[src/rtl/mole_pkg.sv]
// Shared types and constants for the whack-a-mole sequencer.
package mole_pkg;

  // Game sequencer states.
  typedef enum logic [2:0] {
    IDLE,
    GAP,
    DRAW,
    LOAD,
    UP,
    MISS,
    OVER
  } moleState;

  localparam int SCORE_W = 8;
  localparam int MISS_W  = 4;
  localparam logic [SCORE_W-1:0] SCORE_MAX = 8'd255;

  // Countdown width; wide enough for MIN_UP_TICKS + 2**UP_RANGE_W - 1 and GAP_TICKS.
  localparam int CNT_W = 16;

  // Score increment that sticks at SCORE_MAX instead of wrapping.
  function automatic logic [SCORE_W-1:0] satInc(input logic [SCORE_W-1:0] v);
    return (v == SCORE_MAX) ? v : v + 1'b1;
  endfunction

endpackage

[src/rtl/tick_countdown.sv]
// Loadable down-counter stepped by the 1 ms tick; shared by the gap and up windows.
module tick_countdown
  import mole_pkg::*;
#(
  parameter int W = CNT_W
) (
  input  logic         clk,
  input  logic         rst,
  input  logic         tick,
  input  logic         load,
  input  logic [W-1:0] loadValue,
  output logic         zero,
  output logic         expire
);

  logic [W-1:0] count;

  // Load has priority over counting; the counter parks at zero.
  always_ff @(posedge clk) begin
    if (rst) begin
      count <= '0;
    end else if (load) begin
      count <= loadValue;
    end else if (tick && (count != '0)) begin
      count <= count - 1'b1;
    end
  end

  assign zero   = (count == '0);
  assign expire = tick && (count == W'(1));

endmodule

[src/rtl/mole_scheduler.sv]
// Whack-a-mole game sequencer: draws moles from the PRBS, times gap/up windows,
// judges hits and misses, and keeps score.
module mole_scheduler
  import mole_pkg::*;
#(
  parameter int NUM_MOLES    = 8,
  parameter int MIN_UP_TICKS = 200,
  parameter int UP_RANGE_W   = 8,
  parameter int GAP_TICKS    = 100,
  parameter int MAX_MISSES   = 5
) (
  input  logic                 clk,
  input  logic                 rst,
  input  logic                 tick,
  input  logic                 start,
  input  logic [NUM_MOLES-1:0] hit_btn,
  input  logic [15:0]          prbs_seq,
  output logic                 prbs_shift,
  output logic [NUM_MOLES-1:0] mole_onehot,
  output logic [SCORE_W-1:0]   score,
  output logic [MISS_W-1:0]    misses,
  output logic                 game_over,
  output logic                 busy
);

  localparam int IDX_W = $clog2(NUM_MOLES);

  moleState             state;
  logic [NUM_MOLES-1:0] hitBtnQ;
  logic [NUM_MOLES-1:0] hitEdge;
  // Index of the last drawn mole; during UP it is also the lit mole.
  logic [IDX_W-1:0]     prevIdx;
  logic [IDX_W-1:0]     rawIdx;
  logic [IDX_W-1:0]     drawIdx;
  logic [CNT_W-1:0]     upTicks;
  logic [MISS_W-1:0]    missesNext;
  logic                 hitNow;

  logic                 cntLoad;
  logic [CNT_W-1:0]     cntLoadValue;
  logic                 cntTick;
  logic                 cntZero;
  logic                 cntExpire;

  // Middle PRBS bits are not used for index or duration.
  logic                 unusedPrbs;
  assign unusedPrbs = ^prbs_seq;

  // Button history for rising-edge detection, kept in every state.
  always_ff @(posedge clk) begin
    if (rst) begin
      hitBtnQ <= '0;
    end else begin
      hitBtnQ <= hit_btn;
    end
  end

  assign hitEdge    = hit_btn & ~hitBtnQ;
  assign hitNow     = hitEdge[prevIdx];
  assign missesNext = misses + 1'b1;

  // Draw the next mole from the freshly shifted PRBS; never repeat the previous hole.
  always_comb begin
    rawIdx  = prbs_seq[IDX_W-1:0];
    drawIdx = rawIdx;
    if (rawIdx == prevIdx) begin
      drawIdx = rawIdx + 1'b1;  // NUM_MOLES is a power of two, so this wraps
    end
    upTicks = CNT_W'(MIN_UP_TICKS) + CNT_W'(prbs_seq[15 -: UP_RANGE_W]);
  end

  // Countdown reloads: gap length on game start/hit/non-final miss, up window in LOAD.
  always_comb begin
    cntLoad      = 1'b0;
    cntLoadValue = CNT_W'(GAP_TICKS);
    case (state)
      IDLE, OVER: cntLoad = start;
      LOAD: begin
        cntLoad      = 1'b1;
        cntLoadValue = upTicks;
      end
      UP:   cntLoad = hitNow;
      MISS: cntLoad = (missesNext != MISS_W'(MAX_MISSES));
      default: cntLoad = 1'b0;
    endcase
  end

  // Ticks only matter while a window is being timed.
  assign cntTick = tick && ((state == GAP) || (state == UP));

  tick_countdown #(
    .W(CNT_W)
  ) countdown (
    .clk      (clk),
    .rst      (rst),
    .tick     (cntTick),
    .load     (cntLoad),
    .loadValue(cntLoadValue),
    .zero     (cntZero),
    .expire   (cntExpire)
  );

  // Game sequencer with registered outputs.
  always_ff @(posedge clk) begin
    if (rst) begin
      state       <= IDLE;
      prbs_shift  <= 1'b0;
      mole_onehot <= '0;
      score       <= '0;
      misses      <= '0;
      game_over   <= 1'b0;
      busy        <= 1'b0;
      prevIdx     <= '0;
    end else begin
      prbs_shift <= 1'b0;
      case (state)
        IDLE, OVER: begin
          if (start) begin
            score     <= '0;
            misses    <= '0;
            game_over <= 1'b0;
            busy      <= 1'b1;
            state     <= GAP;
          end
        end
        GAP: begin
          if (cntZero || cntExpire) begin
            prbs_shift <= 1'b1;
            state      <= DRAW;
          end
        end
        DRAW: begin
          state <= LOAD;
        end
        LOAD: begin
          prevIdx     <= drawIdx;
          mole_onehot <= NUM_MOLES'(1) << drawIdx;
          state       <= UP;
        end
        UP: begin
          if (hitNow) begin
            score       <= satInc(score);
            mole_onehot <= '0;
            state       <= GAP;
          end else if (cntExpire || cntZero) begin
            // A zero count can only arise from a zero-length window; treat it as expired.
            mole_onehot <= '0;
            state       <= MISS;
          end
        end
        MISS: begin
          misses <= missesNext;
          if (missesNext == MISS_W'(MAX_MISSES)) begin
            game_over <= 1'b1;
            busy      <= 1'b0;
            state     <= OVER;
          end else begin
            state <= GAP;
          end
        end
        default: begin
          state <= IDLE;
        end
      endcase
    end
  end

endmodule
[config.mk]
export PLATFORM = sky130hd
export DESIGN_NAME = mole_scheduler
export DESIGN_NICKNAME = d
export VERILOG_FILES = /design/src/rtl/mole_pkg.sv /design/src/rtl/tick_countdown.sv /design/src/rtl/mole_scheduler.sv
export SDC_FILE = /design/constraint.sdc
export NUM_CORES = 1
export LEC_CHECK = 0
export ABC_AREA = 1
export ABC_CLOCK_PERIOD_IN_PS = 2500
export BUFFER_PORTS_ARGS = -buffer_cell sky130_fd_sc_hd__buf_2
export CORE_MARGIN = 2
export CORE_UTILIZATION = 50
export DETAILED_ROUTE_END_ITERATION = 10
export PLACE_DENSITY = 0.74
export SYNTH_ARGS = -nofsm -noshare
export SYNTH_HDL_FRONTEND = slang
export SYNTH_SLANG_ARGS = --single-unit
[constraint.sdc]
create_clock -name clk -period 2.5 [get_ports clk]
set_input_delay 0.125 -clock clk [delete_from_list [all_inputs] [get_ports clk]]
set_output_delay 0.125 -clock clk [all_outputs]
set_load 0.01 [all_outputs]
# Word level (Yosys, flattened, before mapping)
# Index checks and enable logic that the tools add are counted.
# totals
elab_cells	85
rom_bits	0
input_bits	28
latch_bits	0
memories	0
mem_bits_rw	0
out_inout_bits	23
regBits	53
# classes
bitwise_logic	3
n_reduce_logical	19
add_sub_neg	5
eq_ne	17
n_shift	1
n_lt_le_gt_ge	1
muxes	29
div_mod_pow	0
mul	0
# ops
cell	n
two-way mux 8 bit	5
two-way mux 16 bit	2
one-hot mux 8 bit (2 select lines)	2
two-way mux 3 bit	6
one-hot mux 3 bit (6 select lines)	1
equality test 16 x 1 -> 1 bit (second input constant)	1
logical NOT 16 bit	1
nonzero test 16 bit	1
subtractor 16 x 1 -> 16 bit (second input constant)	1
adder 8 x 8 -> 9 bit (first input constant)	1
equality test 3 bit (second input constant)	3
two-way mux 9 bit	1
adder 8 x 1 -> 8 bit (second input constant)	1
bitwise AND 8 bit	1
equality test 8 bit (second input constant)	1
!= test 2 bit (second input constant)	4
inverter 8 bit	1
one-hot mux 4 bit (2 select lines)	1
nonzero test 2 bit	4
left shift 1 x 3 -> 8 bit (first input constant)	1
equality test 3 x 2 -> 1 bit (second input constant)	2
two-way mux 1 bit	6
AND reduction 3 bit	2
adder 4 x 1 -> 4 bit (second input constant)	1
19 further kinds	25

# Logic depth before layout (Yosys ltp)
# depth
depth_word	8
ltp_mapped	13
depth_no_buf	13

# Hierarchy
# A second synthesis with hierarchy kept.
# hier_totals
cells_unflattened	536
hier_area_um2	3414.5
# modules_own_cells
mod	area_per_inst_um2	n_inst	cells_each	seq_area_each_um2
mole_scheduler	2182.1	1	331	740.7
tick_countdown	1232.4	1	205	320.3

# Least setup slack after synthesis
# OpenSTA, ideal clock, no wires.
# synth_timing
path_kind	flip-flop to flip-flop
startpoint	register misses[1]
endpoint	register countdown.count[3]
n_path_buf	0
t_arrival_ps	1557
synth_period_minus_slack_ps	1673
path_slack_ps	827
required_ps	2384
stages_incl_launch_ff	13
setup_time_ps	116
path_cell_list	dfxtp_1 ha_1 inv_1 nand2_1 nand2_1 nor2_1 nand2_1 a21oi_2 nand2_2 nand2_4 nand2_1 o21ai_0 nor2_1
# synth_between
elab_chain_cells	4
word_cells_on_any_way	5
cone_classes	add/sub (1); eq/ne (1); mux (2); reduce/logical (1)
# synth_rtl
element	line_no	source
start: declaration	mole_scheduler.sv:21	output logic [MISS_W-1:0] misses,
start signal: assignment	mole_scheduler.sv:152	misses <= missesNext;
adder 4 x 1 -> 4 bit (*)	mole_scheduler.sv:60	assign missesNext = misses + 1'b1;
!= test 4 x 3 -> 1 bit (*)	mole_scheduler.sv:83	MISS: cntLoad = (missesNext != MISS_W'(MAX_MISSES));
one-hot mux 1 bit (4 select lines) (*)	mole_scheduler.sv:76	case (state)
two-way mux 16 bit or nonzero test 2 bit (tied branches)	-	
end signal: assignment	tick_countdown.sv:23	count <= loadValue;
end signal: assignment	tick_countdown.sv:25	count <= count - 1'b1;
end: declaration	tick_countdown.sv:16	logic [W-1:0] count;
# Every way passes the cells marked *; elsewhere a longest branch is shown, timed or not.
# A chain may end at the register's enable or synchronous reset.

# Final worst setup path
# layout_timing
startpoint	register misses[1]
endpoint	register countdown.count[2]
# Same word-level chain as after synthesis.

==> impl_results.md <==
* Reg clk slew, reported paths at 90 ps
* Clock root buffer: clkbuf_8
* Port Buffer Count at 45
* Clock Tree Buf Depth at 2
* Power density cells at 874 nW/µm²
* Area contributors post-synth: dfxtp_1 35%, nor2_1 13%, nand2_1 11%
* Seq/Total Area, Yosys at 35.4%
* Initial core utilization at 51.2%
* Die W at 81.4 µm
* Largest area contributor in the netlist: dfxtp_1
* Period utilization at 78.7%
* CTS tree: built
* Synth Instances at 450
* Max VDD drop at 0.428 mV
* Cell variety after synth at 36
* Dpl hpwl at 4800 µm
* Drt pass-1 iters at 4
* CP arrival at 2170 ps
* Residual DRC at 0
* Setup bufs post-CTS at 0
* Drt initial violations at 94
* Share of layout cells above drive strength 1 at 15.1%
* Synthesis-stage register bit count at 53
* CP peak stage delay at 420 ps
* Vias in the first global route at 2,535
* Detailed-route via count at 2,855
* Sw Ratio at 43.3%
* Final #Nets at 533
* Placed inst area at 3280 µm²
* Gate power share at 46.7%
* Psw at 1.27 mW
* Final setup violation count at 0
* Via density at 4.99
* Largest net degree at the start of global routing at 28
* Hold Slack at 32.4 ps
* IO Count at 51
* GRT overflow at 0
* Slew @ Worst Pin at 502 ps
* Startpoint types: flop
* GP Congestion at 0.886
* Slew Viols, Final at 0
* Mapped Area at 3000 µm²
* Number of diodes at 0
* Clock power share at 16.2%
* DIE HEIGHT at 81.4 µm
* Syn. warnings at 0
* Clk_skew at 8.31 ps
* Routed wire length at 6330 µm
* CP Capture Type: flop
* TritonCTS Sinks at 53
* Syn Nets at 487
* Reg power frac at 37.1%
* Final Hold Viols at 0
* Synth top area share at 35.4%
* Post-synth EDFFs at 0
* Area growth syn-to-layout at 12.0%
* Asr flop ratio synth at 0%
* PostCTS Resize Cnt at 0
* Max-cap viol count at 0
* Clock latency at the later pin of the worst-skew pair at 310 ps
* Critical path fanouts, max at 15
* Sum Neg Setup Slack at 0 ps
* Top cells by count, synth: 102 x nor2_1, 87 x nand2_1, 53 x dfxtp_1, 45 x inv_1, 41 x nand3_1
* Critical Path RT at 2710 ps
* Slew Limit Headroom at 66.5%
* Final Cell Area at 3360 µm²
* Post-CTS Hold Fix Bufs at 0
* Count leader, synth: nor2_1
* Slowest CP cell: dfxtp_1
* H-tree levels at 2
* Core area at 5850 µm²
* Most frequent cell on the critical path: nand2_1
* Fin crit period at 1970 ps
* Crit path cell chain: ha_1, inv_1, nand2_1, nand2_1, nor2_1, nand2_1, a21oi_2, nand2_2, nand2_4, nand2_1, o21ai_0, nor2_1
* RSZ-0062 raised after global routing: no
* Synth Area per Inst at 6.66 µm²
* Leakage at 1.61 nW
* Worst setup margin at 533 ps
* FMAX at 508 MHz
* Total Routing Usage GR at 20.3%
* Hold Crit Class: in2reg
* Dpl ws at 543 ps
* TritonCTS Buffers at 5
* DRT antenna net count at 0
* Rows at 28
* P_int at 1.66 mW
* Kind of critical path: reg2reg
* WL per Instance at 11.1 µm
* Antenna violations before repair at 0
* Die ar. at 6630 µm²
* Global-route wire length before repair at 10,700 µm
* Outcome: complete, no violations
* Top FF cell, synth: dfxtp_1
[cells by family after synthesis]
group | after synthesis | share of synthesized area, %
XOR/XNOR | 20 | 5.85
flip-flops | 53 | 35.4
buffers and inverters | 60 | 8.39
AO/OA/AOI/OAI | 56 | 10.3
AND/OR/NAND/NOR | 252 | 36.3
adder cells (fa/ha/maj) | 9 | 3.76
[flip-flops by register name (all words and copies together) (netlist names)]
register and flops:
busy 1, countdown.count 16, game_over 1, hitBtnQ 8, misses 4, mole_onehot 8, prbs_shift 1, prevIdx 3
score 8, state 3
[per-layer routing]
| metal | vias up | wire [µm] | track usage, % |
|---|---|---|---|
| met4 | 0 | 46 | 4.58 |
| met5 | - | 0 | 0 |
| li1 | 1520 | - | - |
| met3 | 4 | 266 | 4.18 |
| met2 | 44 | 2980 | 36.1 |
| met1 | 1287 | 3040 | 25.3 |
[layout by cell type, fill, tap and decap left out, types with 2 or more instances in the layout]
cell and n:
inv_2 5, nor3_1 3, and3_1 2, xnor2_1 9, ha_1 9, buf_2 45, nand2_1 87, nand3_1 41
a21oi_1 22, clkinv_2 2, clkbuf_1 3, o211ai_1 3, buf_4 2, o21ai_1 2, nand3_4 2, inv_1 45
xor2_1 11, o21ai_0 23, clkbuf_8 5, nand2_2 6, nor2_1 102, nand3b_1 2, dfxtp_1 53
[final timing paths]
| path | start | endpoint | slack (ps) | depth (start not counted) |
|---|---|---|---|---|
| max | misses[1] | countdown.count[2] | 530 | 12 |
| min | hit_btn[6] | hitBtnQ[6] | 30 | 3 |
| min reg2reg | game_over | game_over | 480 | 2 |
| max reg2reg | misses[1] | countdown.count[2] | 530 | 12 |
[final cells by class]
cell class,count,area (µm²)
fill,565,2490
multi-input combinational,337,1680
sequential,53,1060
timing repair buffer,47,240
inverter,52,198
tap,75,93.8
clock buffer,8,80.1
[per-stage QoR]
stage / util [%] / power (mW) / std cells
3_5_place_dp: 56.0 / 2.47 / 564
5_1_grt: 57.4 / 3.19 / 572
3_3_place_gp: 56.0 / 2.44 / 564
4_1_cts: 57.4 / 2.95 / 572
2_1_floorplan: - / 2.21 / 450
6_report: 57.4 / 2.94 / 572
[worst max-delay path, delay by kind of cell (launching register included)]
family          cells  cell delay [ps]
compound gates      2              360
fa+ha+maj           1              200
buf+inv             1               40
flops               1              420
simple gates        8              840
[power by group through the flow]
stage | Sequential, mW | Combinational, mW | Clock, mW
finish | 1.09 | 1.37 | 0.475
global route | 1.11 | 1.57 | 0.517
CTS | 1.09 | 1.37 | 0.486
detailed placement | 1.11 | 1.37 | 0
global placement | 1.10 | 1.34 | 0
floorplan | 1.09 | 1.11 | 0
(Power assumes the default switching activity.)
